[src/rtl/vga_timing_decoder.sv]
// VGA timing decoder: recovers active-pixel coordinates and line/frame geometry from hsync, vsync
// and blank, and declares lock. Define VGA_DEC_EXPECT_CHECK_EN to compare geometry against EXP_*.
module vga_timing_decoder #(
  parameter int unsigned LOCK_FRAMES  = 2,
  parameter int unsigned TIMEOUT      = 2047,
  parameter int unsigned EXP_H_TOTAL  = 800,
  parameter int unsigned EXP_V_TOTAL  = 525,
  parameter int unsigned EXP_H_ACTIVE = 640,
  parameter int unsigned EXP_V_ACTIVE = 480
) (
  input  logic        clk,
  input  logic        reset,
  input  logic        hsync,
  input  logic        vsync,
  input  logic        blank,
  output logic [9:0]  x,
  output logic [9:0]  y,
  output logic        pixel_valid,
  output logic        line_start,
  output logic        frame_start,
  output logic [10:0] h_period,
  output logic [10:0] v_lines,
  output logic [10:0] h_active,
  output logic [10:0] v_active,
  output logic        locked,
  output logic        fmt_ok
);

  typedef enum logic [1:0] {StSearch, StTrack, StLocked} state_e;

  localparam logic [3:0]  LockFrames = 4'(LOCK_FRAMES);
  localparam logic [10:0] Timeout    = 11'(TIMEOUT);

  function automatic logic [10:0] inc11(input logic [10:0] v);
    return (v == 11'h7ff) ? v : v + 11'd1;
  endfunction

  function automatic logic [9:0] inc10(input logic [9:0] v);
    return (v == 10'h3ff) ? v : v + 10'd1;
  endfunction

  logic        hs_q, vs_q, bl_q;
  logic [10:0] hcnt_q, act_cnt_q, line_cnt_q, act_lines_q;
  logic [10:0] first_period_q, prev_h_q, prev_v_q;
  logic        have_first_q, h_var_q, ref_valid_q;
  logic [3:0]  match_cnt_q;
  state_e      state_q;

  logic        line_ev, frame_ev, bl_rise, bl_fall, timeout;
  logic [10:0] period, h_period_new, lines_new, act_lines_new, h_active_new;
  logic        h_var_new, frame_match;
  state_e      state_d;
  logic [3:0]  match_cnt_d;
  logic        ref_valid_d;

  // The line event is folded in before the frame event so a coincident line counts toward the
  // frame that is ending.
  always_comb begin
    line_ev       = hs_q & ~hsync;
    frame_ev      = vs_q & ~vsync;
    bl_rise       = ~bl_q & blank;
    bl_fall       = bl_q & ~blank;
    timeout       = hcnt_q >= Timeout;
    period        = inc11(hcnt_q);
    h_period_new  = line_ev ? period : h_period;
    lines_new     = line_ev ? inc11(line_cnt_q) : line_cnt_q;
    act_lines_new = bl_fall ? inc11(act_lines_q) : act_lines_q;
    h_active_new  = bl_fall ? act_cnt_q : h_active;
    h_var_new     = h_var_q | (line_ev & have_first_q & (period != first_period_q));
    frame_match   = ~h_var_new & (h_period_new == prev_h_q) & (lines_new == prev_v_q);
  end

  always_comb begin
    state_d     = state_q;
    match_cnt_d = match_cnt_q;
    ref_valid_d = ref_valid_q;
    if (timeout) begin
      state_d     = StSearch;
      match_cnt_d = 4'd0;
      ref_valid_d = 1'b0;
    end else if (frame_ev) begin
      unique case (state_q)
        StSearch: begin
          state_d     = StTrack;
          match_cnt_d = 4'd0;
          ref_valid_d = 1'b0;
        end
        StTrack: begin
          // First complete frame after search only establishes the reference.
          if (!ref_valid_q) begin
            ref_valid_d = 1'b1;
            match_cnt_d = h_var_new ? 4'd0 : 4'd1;
          end else if (frame_match) begin
            match_cnt_d = match_cnt_q + 4'd1;
          end else begin
            match_cnt_d = 4'd0;
          end
          if (match_cnt_d >= LockFrames) begin
            state_d = StLocked;
          end
        end
        StLocked: begin
          if (!frame_match) begin
            state_d     = StTrack;
            match_cnt_d = 4'd0;
          end
        end
        default: begin
          state_d     = StSearch;
          match_cnt_d = 4'd0;
          ref_valid_d = 1'b0;
        end
      endcase
    end
  end

  always_ff @(posedge clk) begin
    if (reset) begin
      hs_q           <= 1'b0;
      vs_q           <= 1'b0;
      bl_q           <= 1'b0;
      x              <= '0;
      y              <= '0;
      pixel_valid    <= 1'b0;
      line_start     <= 1'b0;
      frame_start    <= 1'b0;
      h_period       <= '0;
      v_lines        <= '0;
      h_active       <= '0;
      v_active       <= '0;
      locked         <= 1'b0;
      hcnt_q         <= '0;
      act_cnt_q      <= '0;
      line_cnt_q     <= '0;
      act_lines_q    <= '0;
      first_period_q <= '0;
      prev_h_q       <= '0;
      prev_v_q       <= '0;
      have_first_q   <= 1'b0;
      h_var_q        <= 1'b0;
      ref_valid_q    <= 1'b0;
      match_cnt_q    <= '0;
      state_q        <= StSearch;
    end else begin
      hs_q        <= hsync;
      vs_q        <= vsync;
      bl_q        <= blank;
      line_start  <= line_ev;
      frame_start <= frame_ev;
      pixel_valid <= blank;
      locked      <= (state_q == StLocked);
      state_q     <= state_d;
      match_cnt_q <= match_cnt_d;
      ref_valid_q <= ref_valid_d;

      if (bl_rise) begin
        x <= '0;
      end else if (blank) begin
        x <= inc10(x);
      end

      if (frame_ev) begin
        y <= '0;
      end else if (bl_fall) begin
        y <= inc10(y);
      end

      hcnt_q <= line_ev ? 11'd0 : inc11(hcnt_q);

      if (bl_rise) begin
        act_cnt_q <= 11'd1;
      end else if (blank) begin
        act_cnt_q <= inc11(act_cnt_q);
      end

      h_period <= h_period_new;
      h_active <= h_active_new;

      if (frame_ev) begin
        line_cnt_q   <= '0;
        act_lines_q  <= '0;
        h_var_q      <= 1'b0;
        have_first_q <= 1'b0;
        // The frame that ends at the search exit is partial and is not measured.
        if (state_q != StSearch) begin
          v_lines  <= lines_new;
          v_active <= act_lines_new;
          prev_h_q <= h_period_new;
          prev_v_q <= lines_new;
        end
      end else begin
        line_cnt_q  <= lines_new;
        act_lines_q <= act_lines_new;
        h_var_q     <= h_var_new;
        if (line_ev && !have_first_q) begin
          first_period_q <= period;
          have_first_q   <= 1'b1;
        end
      end

      if (timeout) begin
        h_period     <= '0;
        v_lines      <= '0;
        prev_h_q     <= '0;
        prev_v_q     <= '0;
        line_cnt_q   <= '0;
        act_lines_q  <= '0;
        h_var_q      <= 1'b0;
        have_first_q <= 1'b0;
      end
    end
  end

`ifdef VGA_DEC_EXPECT_CHECK_EN
  logic fmt_match;
  assign fmt_match = (h_period_new == 11'(EXP_H_TOTAL)) & (lines_new == 11'(EXP_V_TOTAL)) &
                     (h_active_new == 11'(EXP_H_ACTIVE)) & (act_lines_new == 11'(EXP_V_ACTIVE));

  // Gated by the same state that drives locked, so fmt_ok is never high while locked is low.
  always_ff @(posedge clk) begin
    if (reset) begin
      fmt_ok <= 1'b0;
    end else if (state_q != StLocked) begin
      fmt_ok <= 1'b0;
    end else if (frame_ev) begin
      fmt_ok <= fmt_match;
    end
  end
`else
  assign fmt_ok = 1'b0;

  logic unused_exp_params;
  assign unused_exp_params = ^{11'(EXP_H_TOTAL), 11'(EXP_V_TOTAL), 11'(EXP_H_ACTIVE),
                               11'(EXP_V_ACTIVE)};
`endif

endmodule

[config.mk]
export PLATFORM = sky130hd
export DESIGN_NAME = vga_timing_decoder
export DESIGN_NICKNAME = d
export VERILOG_FILES = /design/src/rtl/vga_timing_decoder.sv
export SDC_FILE = /design/constraint.sdc
export NUM_CORES = 1
export LEC_CHECK = 0
export ABC_AREA = 1
export CORE_MARGIN = 5
export CORE_UTILIZATION = 61
export CTS_CLUSTER_DIAMETER = 80
export DETAILED_ROUTE_END_ITERATION = 16
export GPL_ROUTABILITY_DRIVEN = 0
export GPL_TIMING_DRIVEN = 1
export PLACE_DENSITY = 0.89
export SYNTH_ARGS = -nofsm -noshare
export SYNTH_HDL_FRONTEND = slang
export SYNTH_SLANG_ARGS = --single-unit
[constraint.sdc]
create_clock -name clk -period 5.38 [get_ports clk]
set_clock_uncertainty 0.2 [all_clocks]
set_input_delay 1.076 -clock clk [delete_from_list [all_inputs] [get_ports clk]]
set_output_delay 1.076 -clock clk [all_outputs]
set_load 0.02 [all_outputs]
# ---- Yosys cells after proc, flatten, opt, wreduce, memory -nomap -nowiden
# Index checks and enable logic that the tools add are counted.
dict set report totals {
  regBits 145
  input_bits 5
  output_inout_bits 69
  elab_cells 106
}
dict set report classes {
  n_addsub 7
  n_lt_le_gt_ge 2
  eq_ne 14
  mux 21
  bitwise 19
  n_reduce_logical 19
}
# op count
set op_table {}
lappend op_table {{$mux W11} 6}
lappend op_table {{$add A11 B1 Y11 const B} 4}
lappend op_table {{$eq A11 B11 Y1 const B} 4}
lappend op_table {{$mux W4} 6}
lappend op_table {{$eq A11 B11 Y1} 2}
lappend op_table {{$add A10 B1 Y10 const B} 2}
lappend op_table {{$eq A10 B10 Y1 const B} 2}
lappend op_table {{$reduce_and A2 Y1} 8}
lappend op_table {{$ge A11 B11 Y1 const B} 1}
lappend op_table {{$ne A11 B11 Y1} 1}
lappend op_table {{$not A1 Y1} 10}
lappend op_table {{$and A1 B1 Y1} 8}
lappend op_table {{$pmux W4 S2} 1}
lappend op_table {{$reduce_or A2 Y1} 4}
lappend op_table {{$ne A2 B2 Y1 const B} 3}
lappend op_table {{$pmux W2 S3} 1}
lappend op_table {{$add A4 B1 Y4 const B} 1}
lappend op_table {{$ge A4 B2 Y1 const B} 1}
lappend op_table {{$mux W1} 4}
lappend op_table {{$mux W2} 2}
lappend op_table {{$reduce_bool A2 Y1} 2}
lappend op_table {{$reduce_and A3 Y1} 1}
lappend op_table {{$reduce_or A3 Y1} 1}
lappend op_table {{$eq A2 B1 Y1 const B} 1}
lappend op_table {{other kinds (6)} 6}

# ---- Depth between registers and ports, before layout
# Gate-level depths: netlist of run 1.
dict set report depth {
  word_depth 16
  mapped_depth 21
  depth_no_buf 21
}

# ---- Least setup slack after synthesis of run 1
# Ideal clock, no wire load.
dict set report synth_path {
  path_type {in2reg}
  from {input port hsync}
  to {register match_cnt_q[0]}
  setup_ns 0.119
  arrival_time_ns 2.611
  required_time_ns 5.061
  path_slack_ns 2.449
  stages 17
  n_path_buf 1
  path_cell_list {inv_2 > nand2_2 > inv_2 > buf_2 > nand3_1 > nand2_1 > nand3_1 > xnor2_1 > nand2_1 > nor2_1 > nand3_1 > nor2_2 > nand2_2 > nand2_2 > nand2_4 > o21ai_0 > a21oi_1}
}
dict set report synth_between {
  elab_chain_cells 14
  elab_cells_between_ends 21
  cone_classes {eq/ne (3); mux (9); bitwise (8); reduce/logical (1)}
}
# item line
set synth_lines {}
lappend synth_lines {{from (decl)} 13} ;# input logic hsync,
lappend synth_lines {{$not A1 Y1 *} 59} ;# line_ev = hs_q & ~hsync;
lappend synth_lines {{$and A1 B1 Y1 *} 59}
lappend synth_lines {{$and A1 B1 Y1 (2 in series)} 69} ;# h_var_new = h_var_q | (line_ev & have_first_q & (period != first_period_q));
lappend synth_lines {{$or A1 B1 Y1} 69}
lappend synth_lines {{$not A1 Y1} 70} ;# frame_match = ~h_var_new & (h_period_new == prev_h_q) & (lines_new == prev_v_q);
lappend synth_lines {{$and A1 B1 Y1 (2 in series)} 70}
lappend synth_lines {{$mux W4} 93} ;# end else if (frame_match) begin
lappend synth_lines {{$mux W4} 90} ;# if (!ref_valid_q) begin
lappend synth_lines {{$mux W4} 82} ;# unique case (state_q)
lappend synth_lines {{$mux W4} 81} ;# end else if (frame_ev) begin
lappend synth_lines {{$mux W4} 77} ;# if (timeout) begin
lappend synth_lines {{$pmux W4 S2} 82}
lappend synth_lines {{to (signal assigned)} 153} ;# match_cnt_q <= match_cnt_d;
lappend synth_lines {{to (decl)} 46} ;# logic [3:0] match_cnt_q;
# Mark *: on every way between the ends. The rest lies on a longest branch, timed or not. The select of a mux whose other input is x is not followed.
# A chain may end at the register's enable or synchronous reset.

# ---- Worst setup path in the final report of run 1
dict set report layout_path {
  from {input port hsync}
  to {register state_q[1]}
}
dict set report layout_between {
  elab_chain_cells 16
  elab_cells_between_ends 22
  cone_classes {order compare (1); eq/ne (4); mux (8); bitwise (8); reduce/logical (1)}
}
# item line
set layout_lines {}
lappend layout_lines {{$not A1 Y1 *} 59}
lappend layout_lines {{$and A1 B1 Y1 *} 59}
lappend layout_lines {{$and A1 B1 Y1 (2 in series)} 69}
lappend layout_lines {{$or A1 B1 Y1} 69}
lappend layout_lines {{$not A1 Y1} 70}
lappend layout_lines {{$and A1 B1 Y1 (2 in series)} 70}
lappend layout_lines {{$mux W4} 93}
lappend layout_lines {{$mux W4} 90}
lappend layout_lines {{$mux W4} 82}
lappend layout_lines {{$mux W4} 81}
lappend layout_lines {{$mux W4} 77}
lappend layout_lines {{$ge A4 B2 Y1} 98} ;# if (match_cnt_d >= LockFrames) begin
lappend layout_lines {{$ne A2 B2 Y1 (no source line)} n/a}
lappend layout_lines {{$reduce_and A3 Y1 (no source line) *} n/a}
lappend layout_lines {{to (signal assigned)} 143} ;# state_q <= StSearch;
lappend layout_lines {{to (signal assigned)} 152} ;# state_q <= state_d;
lappend layout_lines {{to (decl)} 47} ;# state_e state_q;
# Marked as above.

==> flow_summary.yaml, run 1 <==
status:
  status: "finished clean"
placed_design:
  port-buffer-count: 72
  placed_cell_area_um2: 7650
  hpwl_mm: 11.1
  dp_cells: 1163
worst_setup_path:
  critPathSlowestCell: "inv_2"
  timing.critical_path.mode_cell: "nand2_1"
  required_ns: 5.65
  startpoint_type: "input port"
  crit_arrival_ns: 4.04
  cp_max_fo: 34
  reg2reg_to: "state_q[1]"
  reg2reg_setup_slack_ns: 2.12
  worst_setup_path_end_kind: "flip-flop"
  path_class: "input port to flip-flop"
  r2r_cells: 19
  cpLargestDelayFamily: "simple AND/OR/NAND/NOR gates"
  slowest_delay_ns: 0.48
  critical_path_buf_inv_count: 4
  crit-reg2reg-launch: "hcnt_q[0]"
  path_cells: "clkdlybuf4s50_1 > inv_2 > nand2_2 > inv_2 > nand2_1 > o21ai_1 > nand2_1 > nand2_1 > nand2_1 > inv_1 > nand2_1 > nor2_1 > nand3_1 > nor2_2 > nand2_2 > nand2_2 > nand2_4 > nand2_1 > nand2_2 > a21oi_2"
cts:
  clock-sinks: 145
  clock_latency_ns: 0.54
  cts.hold.buffers_added: 0
  htreeDepth: 4
  cts_tree: "built"
  cts_inserted_buffers: 17
  post-cts-setup-buffers: 0
  cts_resized: 0
  clk_pin_slew_ns: 0.06
  root_buffer: "clkbuf_8"
  cts_max_path_buffers: 2
sta:
  finalCriticalPeriod_ns: 3.77
  maxSlewViolCount: 0
  setup_viol: 0
  tightestPinTransition_ns: 0.861
  rsz0062_at_grt: "false"
  timing.fmax_mhz: 266
  relSlewSlack_pct: 42.5
  whs_ns: 0.295
  tns_ns: 0
  finalHoldViolations: 0
  fin_crit_sh_pct: 70.0
yosys:
  syn-cell-area_um2: 6830
  ys_seq_area_share_pct: 42.5
  yosysWarnings: 0
  syn_nets: 985
  ys_ff_latch: 145
  yosys.area.top_type: "dfxtp_1"
  synth_cell_types: 40
  synth_area_leaders: "dfxtp_1, nand2_1, inv_1, a21oi_1, nor2_1"
  syn_avg_cell_area_um2: 7.02
  synth_cells: 973
  yosys.area.top_type_share_pct: 42.5
route:
  avgRoutedWirePerCell_um: 13.9
  drt_pass1_iterations: 6
  ant_nets: 0
  detail_route.vias_per_cell: 5.41
  vias: 6466
  drt_iter0_drc: 512
  drcViolationCount: 0
  wirelength_mm: 16.6
die:
  ioPinCount: 74
  initial_utilization_pct: 62.7
  die_h_um: 116
  die_area_um2: 13400
  dieWidth_um: 116
  coreArea_um2: 10900
  rows: 38
worst_hold_path:
  min_to: "have_first_q"
  min_from: "have_first_q"
  hold_path_depth: 2
  hold_class: "flip-flop to flip-flop"
finish:
  diodes: 0
  nets: 1054
  drive_gt1_share_pct: 7.58
  final_cell_area_um2: 8280
  ff_latch_area_um2: 2900
  post_layout_nonfiller_instances: 1195
  nFillCells: 758
  multiInputGateArea_um2: 3250
  area_growth_pct: 21.3
global_routing:
  grt_max_degree: 37
  grt_overflow: 0
  first_global_vias: 6261
  grt_first_pass_wirelength_mm: 28.1
  antenna_found_initial: 0
  grtUsageTotal_pct: 25.9
power_and_ir_drop:
  power_density_nw_per_um2: 316
  p_leak_nw: 3.50
  finalPower_mw: 2.62
  irDropWorstVdd_uv: 286
flow_run:
  drv_cap: 0
[how the worst max path moves through the flow]
stage	cells past startpoint	startpoint	slack [ns]	endpoint
floorplan	17	hsync	2.45	match_cnt_q[0]
global placement	20	hsync	1.38	state_q[1]
detailed placement	20	hsync	1.19	match_cnt_q[3]
CTS	20	hsync	1.65	state_q[1]
global route	20	hsync	1.33	match_cnt_q[1]
finish	20	hsync	1.61	state_q[1]
[routing by layer]
layer | track usage, % | routed length (um) | share of wire (%)
met4 | 8.89 | 274 | 1.7
met2 | 45.3 | 8320 | 50
met3 | 6.89 | 983 | 5.9
met5 | 0 | 0 | 0
met1 | 30.7 | 7010 | 42
[layout by cell type (no fill, tap or decap), types with 5 or more instances in the layout]
cell,synthesis,layout
clkdlybuf4s50_1,0,72
o211ai_1,17,17
nand3_1,67,67
nor3_1,15,15
nor2_1,101,101
nand2_2,11,11
inv_2,6,6
o21bai_1,6,6
xnor2_1,5,5
clkbuf_16,0,16
nand4_1,21,21
buf_4,2,5
or2_2,11,11
ha_1,7,7
o21ai_1,5,5
o21ai_0,58,58
dfxtp_1,145,145
nand3b_1,11,11
xor2_1,16,16
a21oi_1,78,77
inv_1,144,144
nor2_2,6,6
nand2_1,193,193
[worst register-to-register path: cells and delay by family (launching register included)]
family,cells,cell delay [ns]
fa+ha+maj,1,0.22
simple gates,17,2.23
compound gates,1,0.14
flops,1,0.41
[synthesized netlist by cell type]
library cell / count
a21oi_1: 78
a21oi_2: 2
a31o_2: 1
a31oi_1: 2
and2_1: 1
buf_1: 1
buf_2: 3
buf_4: 2
buf_6: 1
clkbuf_1: 20
clkinv_1: 2
conb_1: 1
dfxtp_1: 145
ha_1: 7
inv_1: 144
inv_2: 6
nand2_1: 193
nand2_2: 11
nand2_4: 1
nand3_1: 67
nand3_2: 2
nand3_4: 1
nand3b_1: 11
nand4_1: 21
nor2_1: 101
nor2_2: 6
nor2_4: 1
nor2_8: 1
nor3_1: 15
nor3b_1: 2
nor4_1: 2
o211ai_1: 17
o21ai_0: 58
o21ai_1: 5
o21bai_1: 6
o31ai_1: 2
or2_1: 2
or2_2: 11
xnor2_1: 5
xor2_1: 16
[state kept, by name (all words and copies together) (netlist names), 11 cells and up]
name            cells
hcnt_q             11
prev_v_q           11
h_period           11
act_lines_q        11
prev_h_q           11
v_active           11
act_cnt_q          11
h_active           11
line_cnt_q         11
first_period_q     11
[where the power goes]
group | switching, mW | leakage [nW] | internal, mW
Sequential | 0.0242 | 1.18 | 1.11
Combinational | 0.143 | 2.02 | 0.0830
Clock | 0.485 | 0.306 | 0.776
[cell families (layout without fill, tap and decap cells)]
kind of cell    count (synthesis)  in the layout  synth area share [%]
simple gates                  449            449                  29.7
buf+inv                       179            261                  10.1
compound gates                171            171                  13.6
flops                         145            145                  42.5
xor+xnor                       21             21                  2.69
fa+ha+maj                       7              7                  1.28
other cells                     1              1                0.0549
[through the flow]
step	setup slack [ns]	util [%]
global route	1.33	76.1
finish	1.61	76.1
global placement	1.38	70.3
CTS	1.65	76.1
floorplan	2.45	-
detailed placement	1.19	70.3
[final cells by class]
class	instances	area share, %
Clock buffer	19	5.21
Clock inverter	13	2.37
Inverter	152	6.89
Multi-Input combinational cell	649	39.2
Sequential cell	145	35.0
Tap cell	140	2.11
Timing Repair Buffer	77	9.15
Power figures use the tool's default switching activity.
==> run 2: changes to the inputs <==
Settings changed: CORE_UTILIZATION 61 to 51, PLACE_DENSITY 0.89 to 0.8.
Clock period 5.38 ns to 3.25 ns, I/O delays scaled along.
==> run 2 against run 1 <==
  * Clock-buffer cell count grew 2
  * Cell area grew 2.3%
  * Worst hold slack lost 0.010 ns
  * Largest cell class unchanged
  * Core utilization shrank 12 points
  * Highest routed layer unchanged
  * Critical path type is now flip-flop to flip-flop
==> flow_summary.yaml, run 2 (synthesized netlist as in run 1, its figures left out) <==
sta:
  relSlewSlack_pct: 45.3
  maxSlewViolCount: 0
  timing.fmax_mhz: 331
  setup_viol: 0
  whs_ns: 0.285
  fin_crit_sh_pct: 92.9
  setup_ws_ns: 0.231
  tightestPinTransition_ns: 0.820
  finalHoldViolations: 0
  tns_ns: 0
  finalCriticalPeriod_ns: 3.02
route:
  avgRoutedWirePerCell_um: 13.0
  drt_pass1_iterations: 7
  detail_route.vias_per_cell: 5.12
  wirelength_mm: 16.3
  ant_nets: 0
  drcViolationCount: 0
  vias: 6420
  drt_iter0_drc: 495
global_routing:
  grt_first_pass_wirelength_mm: 28.0
  grtUsageTotal_pct: 21.1
  antenna_found_initial: 0
  grt_overflow: 0
  first_global_vias: 6109
  grt_max_degree: 34
cts:
  cts.hold.buffers_added: 0
  root_buffer: "clkbuf_16"
  cts_tree: "built"
  clock-sinks: 145
  clock_latency_ns: 0.42
  cts_inserted_buffers: 17
  htreeDepth: 4
  cts_max_path_buffers: 2
  clk_pin_slew_ns: 0.06
die:
  initial_utilization_pct: 51.8
  dieWidth_um: 126
  ioPinCount: 74
  coreArea_um2: 13200
  rows: 42
  die_area_um2: 15800
  die_h_um: 126
finish:
  multiInputGateArea_um2: 3290
  nets: 1078
  drive_gt1_share_pct: 9.82
  nFillCells: 1118
  final_common_cell: "nand2_1"
  mostFrequentLayoutCells: "nand2_1, dfxtp_1, inv_1"
  diodes: 0
  area_growth_pct: 24.0
  ff_latch_area_um2: 2900
  final_core_utilization_pct: 64.2
power_and_ir_drop:
  power_density_nw_per_um2: 483
  irDropWorstVdd_uv: 380
  finalPower_mw: 4.09
  p_leak_nw: 3.58
worst_setup_path:
  worst_setup_path_end_kind: "flip-flop"
  required_ns: 3.37
  path_class: "flip-flop to flip-flop"
  cp_max_fo: 6
  startpoint_type: "flip-flop"
  crit_arrival_ns: 3.14
placed_design:
  hpwl_mm: 11.5
  port-buffer-count: 72
  dpl_worst_slack_ns: -0.0939
status:
  status: "finished clean"
worst_hold_path:
  hold_class: "flip-flop to flip-flop"
flow_run:
  drv_cap: 0
[run 2: cell count changes in the layout (fill, tap and decap cells not counted), sizes merged]
cell | previous run | this run
buf | 5 | 27
clkinv | 5 | 9
bufinv | 4 | 1
clkbuf | 19 | 22
inv | 155 | 152
nand3 | 70 | 71
[run 2: worst paths after layout]
path         startpoint          to  slack (ns)  cells after the start
min reg2reg        y[8]        y[8]        0.28                      2
max reg2reg   hcnt_q[1]  state_q[0]        0.23                     20
max           hcnt_q[1]  state_q[0]        0.23                     20
min                y[8]        y[8]        0.28                      2
[run 2: what timing repair did]
item,CTS,global route
resized for setup,0,8
endpoints found under the hold margin,0,0
buffers inserted,0,7
endpoints found under the setup margin,0,6
[run 2: stage by stage]
| step | area (um2) | cells |
|---|---|---|
| floorplan | 6830 | 973 |
| global placement | 7830 | 1215 |
| detailed placement | 7830 | 1215 |
| CTS | 8380 | 1247 |
| global route | 8470 | 1255 |
| finish | 8470 | 1255 |
[run 2: layer usage]
layer / GRT usage, % / vias to the layer above / part of all wire (%)
li1: - / 3320 / -
met1: 26.0 / 2920 / 44
met2: 35.7 / 152 / 48
met3: 5.72 / 28 / 5.6
met4: 7.33 / 0 / 1.8
met5: 0 / - / 0
[run 2: where the power goes]
group | total (mW) | internal [mW] | switching, mW
registers | 1.87 | 1.83 | 0.0395
logic | 0.388 | 0.150 | 0.237
clock network | 1.83 | 1.06 | 0.773
total | 4.09 | 3.04 | 1.05
[run 2: critical path, stage by stage (launching register included)]
cell,delay (ns)
dfxtp_1,0.39
ha_2,0.22
nand2_2,0.12
nor2_8,0.19
clkbuf_2,0.19
nand2_1,0.06
nand2_1,0.06
nand2_1,0.09
inv_2,0.09
nand2_1,0.05
nand2_1,0.05
nand3_1,0.10
nor2_2,0.15
nand3_1,0.15
a21oi_4,0.27
buf_4,0.15
nand3_1,0.09
nand3_1,0.10
nand2_1,0.08
nor2_1,0.09
nor2_1,0.04
[run 2: final cells by class]
cell class,count,share of cell area (%)
Inverter,152,6.77
Timing Repair Buffer,100,11.1
Multi-Input combinational cell,650,38.8
Clock buffer,21,5.20
Tap cell,176,2.60
Sequential cell,145,34.3
Clock inverter,11,1.27
==> run 3: changes to the inputs <==
Settings changed: CORE_UTILIZATION 51 to 50, DONT_BUFFER_PORTS from default to 1, PLACE_DENSITY 0.8 to 0.72.
==> run 3 against run 2 <==
  * Global-route usage is 1.4 points lower
  * Core utilization down 6.9 points
  * Non-clock buffer count down 90
  * Worst hold slack worse by 0.19 ns
  * First-iteration DRC count fell by 7.1%
  * Sequential share of layout area is 3.8 points higher
  * Largest power group is now clock
  * Critical endpoint is now match_cnt_q[3]
==> flow_summary.yaml, run 3 (synthesized netlist as in run 1, its figures left out) <==
status:
  status: "finished clean"
sta:
  tightestPinTransition_ns: 0.750
  setup_viol: 0
  finalCriticalPeriod_ns: 2.94
  timing.fmax_mhz: 341
  tns_ns: 0
  fin_crit_sh_pct: 90.4
  relSlewSlack_pct: 49.9
  maxSlewViolCount: 0
  finalHoldViolations: 0
  rsz0062_at_grt: "false"
  setup_ws_ns: 0.314
  whs_ns: 0.0969
die:
  initial_utilization_pct: 51.4
  die_area_um2: 16100
  rows: 42
  coreArea_um2: 13300
  die_h_um: 127
  ioPinCount: 74
  dieWidth_um: 127
cts:
  root_buffer: "clkbuf_16"
  cts_tree: "built"
  cts_inserted_buffers: 17
  cts_max_path_buffers: 2
  clock-sinks: 145
  cts_resized: 0
  post-cts-setup-buffers: 0
  cts.hold.buffers_added: 0
  clk_pin_slew_ns: 0.06
  clock_latency_ns: 0.42
  htreeDepth: 4
placed_design:
  hpwl_mm: 11.1
  dpl_worst_slack_ns: 0.223
  port-buffer-count: 0
worst_setup_path:
  startpoint_type: "flip-flop"
  cp_max_fo: 13
  critPathSlowestCell: "dfxtp_1"
  path_class: "flip-flop to flip-flop"
  slowest_delay_ns: 0.39
  required_ns: 3.40
  reg2reg_setup_slack_ns: 0.31
  worst_setup_path_end_kind: "flip-flop"
  crit-reg2reg-launch: "hcnt_q[0]"
  reg2reg_to: "match_cnt_q[3]"
  crit_arrival_ns: 3.09
  r2r_cells: 17
  path_cells: "ha_1 > nand2_2 > nor2_8 > nand3_4 > nand2_1 > nand3_1 > nand2_1 > nand2_1 > nor2_1 > nand3_1 > a21oi_2 > nand2_2 > nand2_2 > nand2_4 > nand2_1 > nand2_2 > nor2_1"
global_routing:
  grt_max_degree: 27
  grtUsageTotal_pct: 19.7
  grt_overflow: 0
  grt_first_pass_wirelength_mm: 26.1
  first_global_vias: 5427
  antenna_found_initial: 0
finish:
  final_core_utilization_pct: 57.4
  drive_gt1_share_pct: 8.80
  mostFrequentLayoutCells: "nand2_1, dfxtp_1, inv_1"
  area_growth_pct: 11.7
  nets: 988
  diodes: 0
  final_common_cell: "nand2_1"
worst_hold_path:
  hold_class: "input port to flip-flop"
  min_from: "reset"
  min_to: "act_cnt_q[0]"
  hold_path_depth: 1
route:
  drt_pass1_iterations: 5
  ant_nets: 0
  drt_iter0_drc: 460
  drcViolationCount: 0
  vias: 5986
  wirelength_mm: 15.5
  avgRoutedWirePerCell_um: 13.3
  detail_route.vias_per_cell: 5.14
flow_run:
  drv_cap: 0
power_and_ir_drop:
  power_density_nw_per_um2: 544
  p_leak_nw: 3.26
  irDropWorstVdd_uv: 451
-- run 3: changes by cell type in the layout (fill, tap and decap cells not counted), moves of 3 or more --
cell and delta:
clkdlybuf4s50_1 -72, nand3_2 -3, nand3_1 +3, clkinv_2 -3, inv_6 +4, buf_4 -16
clkbuf_1 -4
-- run 3: metrics by stage --
step | power, mW | area, um2 | std cells
after floorplan | 2.15 | 6830 | 973
after global placement | 2.22 | 7020 | 1132
after detailed placement | 2.22 | 7020 | 1132
after CTS | 4.18 | 7620 | 1164
after global routing | 4.32 | 7630 | 1165
final | 4.15 | 7630 | 1165
-- run 3: power by group --
| group | leakage [nW] | switching (mW) | internal, mW |
|---|---|---|---|
| sequential | 1.18 | 0.0744 | 1.83 |
| combinational | 1.80 | 0.182 | 0.0971 |
| clock | 0.287 | 0.809 | 1.15 |
| total | 3.26 | 1.07 | 3.08 |
-- run 3: how the worst max path moves through the flow --
stage          startpoint              to  slack (ns)  depth (start not counted)
3_3_place_gp        hsync      state_q[1]        0.31                         18
4_1_cts         hcnt_q[0]  match_cnt_q[3]        0.24                         19
6_report        hcnt_q[0]  match_cnt_q[3]        0.31                         17
2_1_floorplan       hsync  match_cnt_q[0]        0.75                         17
3_5_place_dp        hsync  match_cnt_q[3]        0.22                         18
5_1_grt         hcnt_q[0]  match_cnt_q[3]        0.01                         19
-- run 3: worst max-delay path: cells and delay by family (launching register included) --
family          cells  cell delay (ns)
flops               1             0.39
fa+ha+maj           1             0.23
compound gates      1             0.31
simple gates       15             1.73
-- run 3: per-layer routing --
layer	vias to the layer above	global-route usage, %	routed length, um
met5	-	0	0
met4	0	8.20	326
met3	27	5.76	1090
met2	140	30.6	6960
met1	2661	25.8	7130
li1	3158	-	-
-- run 3: layout make-up --
class / instances / area [um2]
flip-flops and latches: 145 / 2900
inverters: 152 / 571
clock buffers: 17 / 425
clock inverters: 15 / 174
repair buffers: 10 / 75.1
well taps: 176 / 220
fillers: 1230 / 5670
multi-input cells: 650 / 3260
==> RTL edit (config.mk and constraints of run 2) <==
Put one more register stage on the output `pixel_valid`, without a reset. The value now appears one clock later. The other outputs are not delayed to match.
--- a/src/rtl/vga_timing_decoder.sv
+++ b/src/rtl/vga_timing_decoder.sv
@@ -32,4 +32,6 @@
   localparam logic [10:0] Timeout    = 11'(TIMEOUT);
 
+  logic pixel_valid_s0;
+
   function automatic logic [10:0] inc11(input logic [10:0] v);
     return (v == 11'h7ff) ? v : v + 11'd1;
@@ -122,5 +124,5 @@
       x              <= '0;
       y              <= '0;
-      pixel_valid    <= 1'b0;
+      pixel_valid_s0 <= 1'b0;
       line_start     <= 1'b0;
       frame_start    <= 1'b0;
@@ -148,5 +150,5 @@
       line_start  <= line_ev;
       frame_start <= frame_ev;
-      pixel_valid <= blank;
+      pixel_valid_s0 <= blank;
       locked      <= (state_q == StLocked);
       state_q     <= state_d;
@@ -235,4 +237,8 @@
 `endif
 
+  always_ff @(posedge clk) begin
+    pixel_valid <= pixel_valid_s0;
+  end
+
 endmodule
 
Formal check against the unedited RTL: not equivalent (Yosys sat finds a counterexample within 4 cycles, from zero or initial values and one cycle with reset high).
==> RTL edit against run 2 <==
Sequential cell count grew 1; synthesized cell count grew 2.5%; total power grew 1.5%; count of clock-buffer cells in the layout is the same; wire length grew 0.20%; worst setup slack gained 0.075 ns; final area grew 0.92%; area after synthesis grew 1.9%; highest routed layer unchanged.
==> RTL edit: results (changes against run 2) <==
stage	metric	value	unit	change
detailed_routing	Avg WL per Cell	12.9	µm	was 13.0 µm
outcome	run status	completed		unchanged
synth	ranking of synthesized cells by area	dfxtp_1 (42%), nand2_1 (11%), inv_1 (8.0%), nor2_1 (5.7%), nand3_1 (5.6%)		was dfxtp_1 (42%), nand2_1 (11%), inv_1 (7.9%), a21oi_1 (5.7%), nor2_1 (5.6%)
detailed_routing	Iter 0 DRT Violations	491		was 495
synth	Seq/Total Area, Yosys	42.0	%	was 42.5%
grt	largest net degree at the start of global routing	33		was 34
power	Int Pwr	3130	µW	was 3040 µW
detailed_routing	DR pass1 iterations	5		was 7
worst_setup_path	Worst Path Max Fanout	14		was 6
synth	Warnings, synthesis	0		unchanged
finish	share of cells above drive strength 1	9.17	%	was 9.82%
power	Static Leak	0.00366	µW	was 0.00358 µW
grt	gr usage total	20.6	%	was 21.1%
power	Max VDD drop	0.359	mV	was 0.380 mV
worst_setup_path	arrival time worst endpoint	3.07	ns	was 3.14 ns
finish	Layout Nets	1093		was 1078
synth	Synth top cells by count	nand2_1 (211), inv_1 (149), dfxtp_1 (146)		was nand2_1 (193), dfxtp_1 (145), inv_1 (144)
worst_setup_path	Reg2Reg Setup Slack	0.31	ns	was 0.23 ns
grt	number of global-route vias before repair	6059		was 6109
grt	first-pass GRT wire length	27500	µm	was 28000 µm
synth	Yosys cell types	41		was 40
finish	fillers	1157		was 1118
place	DP Worst Slack	0.0381	ns	was -0.0939 ns
detailed_routing	DR vias/cell	5.09		was 5.12
sta	final worst path period share	90.6	%	was 92.9%
[RTL edit: layer usage]
metal,vias up,GRT usage [%],wire length [µm]
met5,-,0,0
met4,0,6.69,282
met3,25,6.68,990
met2,153,34.2,7750
met1,2915,25.3,7300
li1,3353,-,-
[RTL edit: timing repair]
action                                  in CTS  in global routing
endpoints found under the hold margin        0                  0
gates resized for setup                      0                  4
setup buffers                                0                  4
endpoints found under the setup margin       0                  6
[RTL edit: path summary, 6_finish.rpt]
path,cells after the start,end,startpoint
max,17,state_q[0],hcnt_q[1]
min,0,pixel_valid,bl_q
max reg2reg,17,state_q[0],hcnt_q[1]
min reg2reg,0,pixel_valid,bl_q
[RTL edit: power by group through the flow]
stage                     logic [µW]  registers [µW]  clock network, µW
after CTS                        402            1890               1880
final                            401            1890               1860
after global placement           391            1930                  0
after floorplan                  238            1950                  0
after global routing             451            1900               1980
after detailed placement         398            1930                  0
[RTL edit: logic make-up after synthesis]
kind of cell / Yosys count / synth area share [%]
AOI/OAI and AO/OA: 164 / 13.0
xor gates and xnor gates: 22 / 2.77
adders and majority gates: 7 / 1.26
buffers and inverters: 181 / 10.2
DFF: 146 / 42.0
other: 1 / 0.0539
and+or+nand+nor: 476 / 30.8
[RTL edit: through the flow]
stage | power (µW) | area [µm²] | utilization (%) | instances
CTS | 4170 | 8480 | 63.8 | 1261
detailed placement | 2330 | 7920 | 59.6 | 1232
global route | 4330 | 8550 | 64.3 | 1267
finish | 4150 | 8550 | 64.3 | 1267
floorplan | 2190 | 6960 | - | 997
global placement | 2320 | 7920 | 59.6 | 1232
[RTL edit: final cells by class]
type | count | area, µm² | area share (%)
Multi-Input combinational cell | 672 | 3370 | 39.4
Inverter | 153 | 574 | 6.72
Clock inverter | 8 | 80.1 | 0.937
Sequential cell | 146 | 2930 | 34.2
Timing Repair Buffer | 91 | 901 | 10.5
Tap cell | 176 | 220 | 2.58
Clock buffer | 21 | 480 | 5.62
[RTL edit: critical path, cell delays in order (launching register included)]
cell and delay, ns:
dfxtp_2 0.39, ha_2 0.23, nand2_2 0.10, nor2_4 0.24, buf_4 0.16, nand3_2 0.26
nand3_1 0.19, nand3_1 0.08, nor2_1 0.12, nand3_1 0.11, nand2_1 0.09, nand2_2 0.08
nor2_1 0.17, o21ai_0 0.12, nand3_1 0.11, nand3_1 0.08, nand2_1 0.07, inv_1 0.03
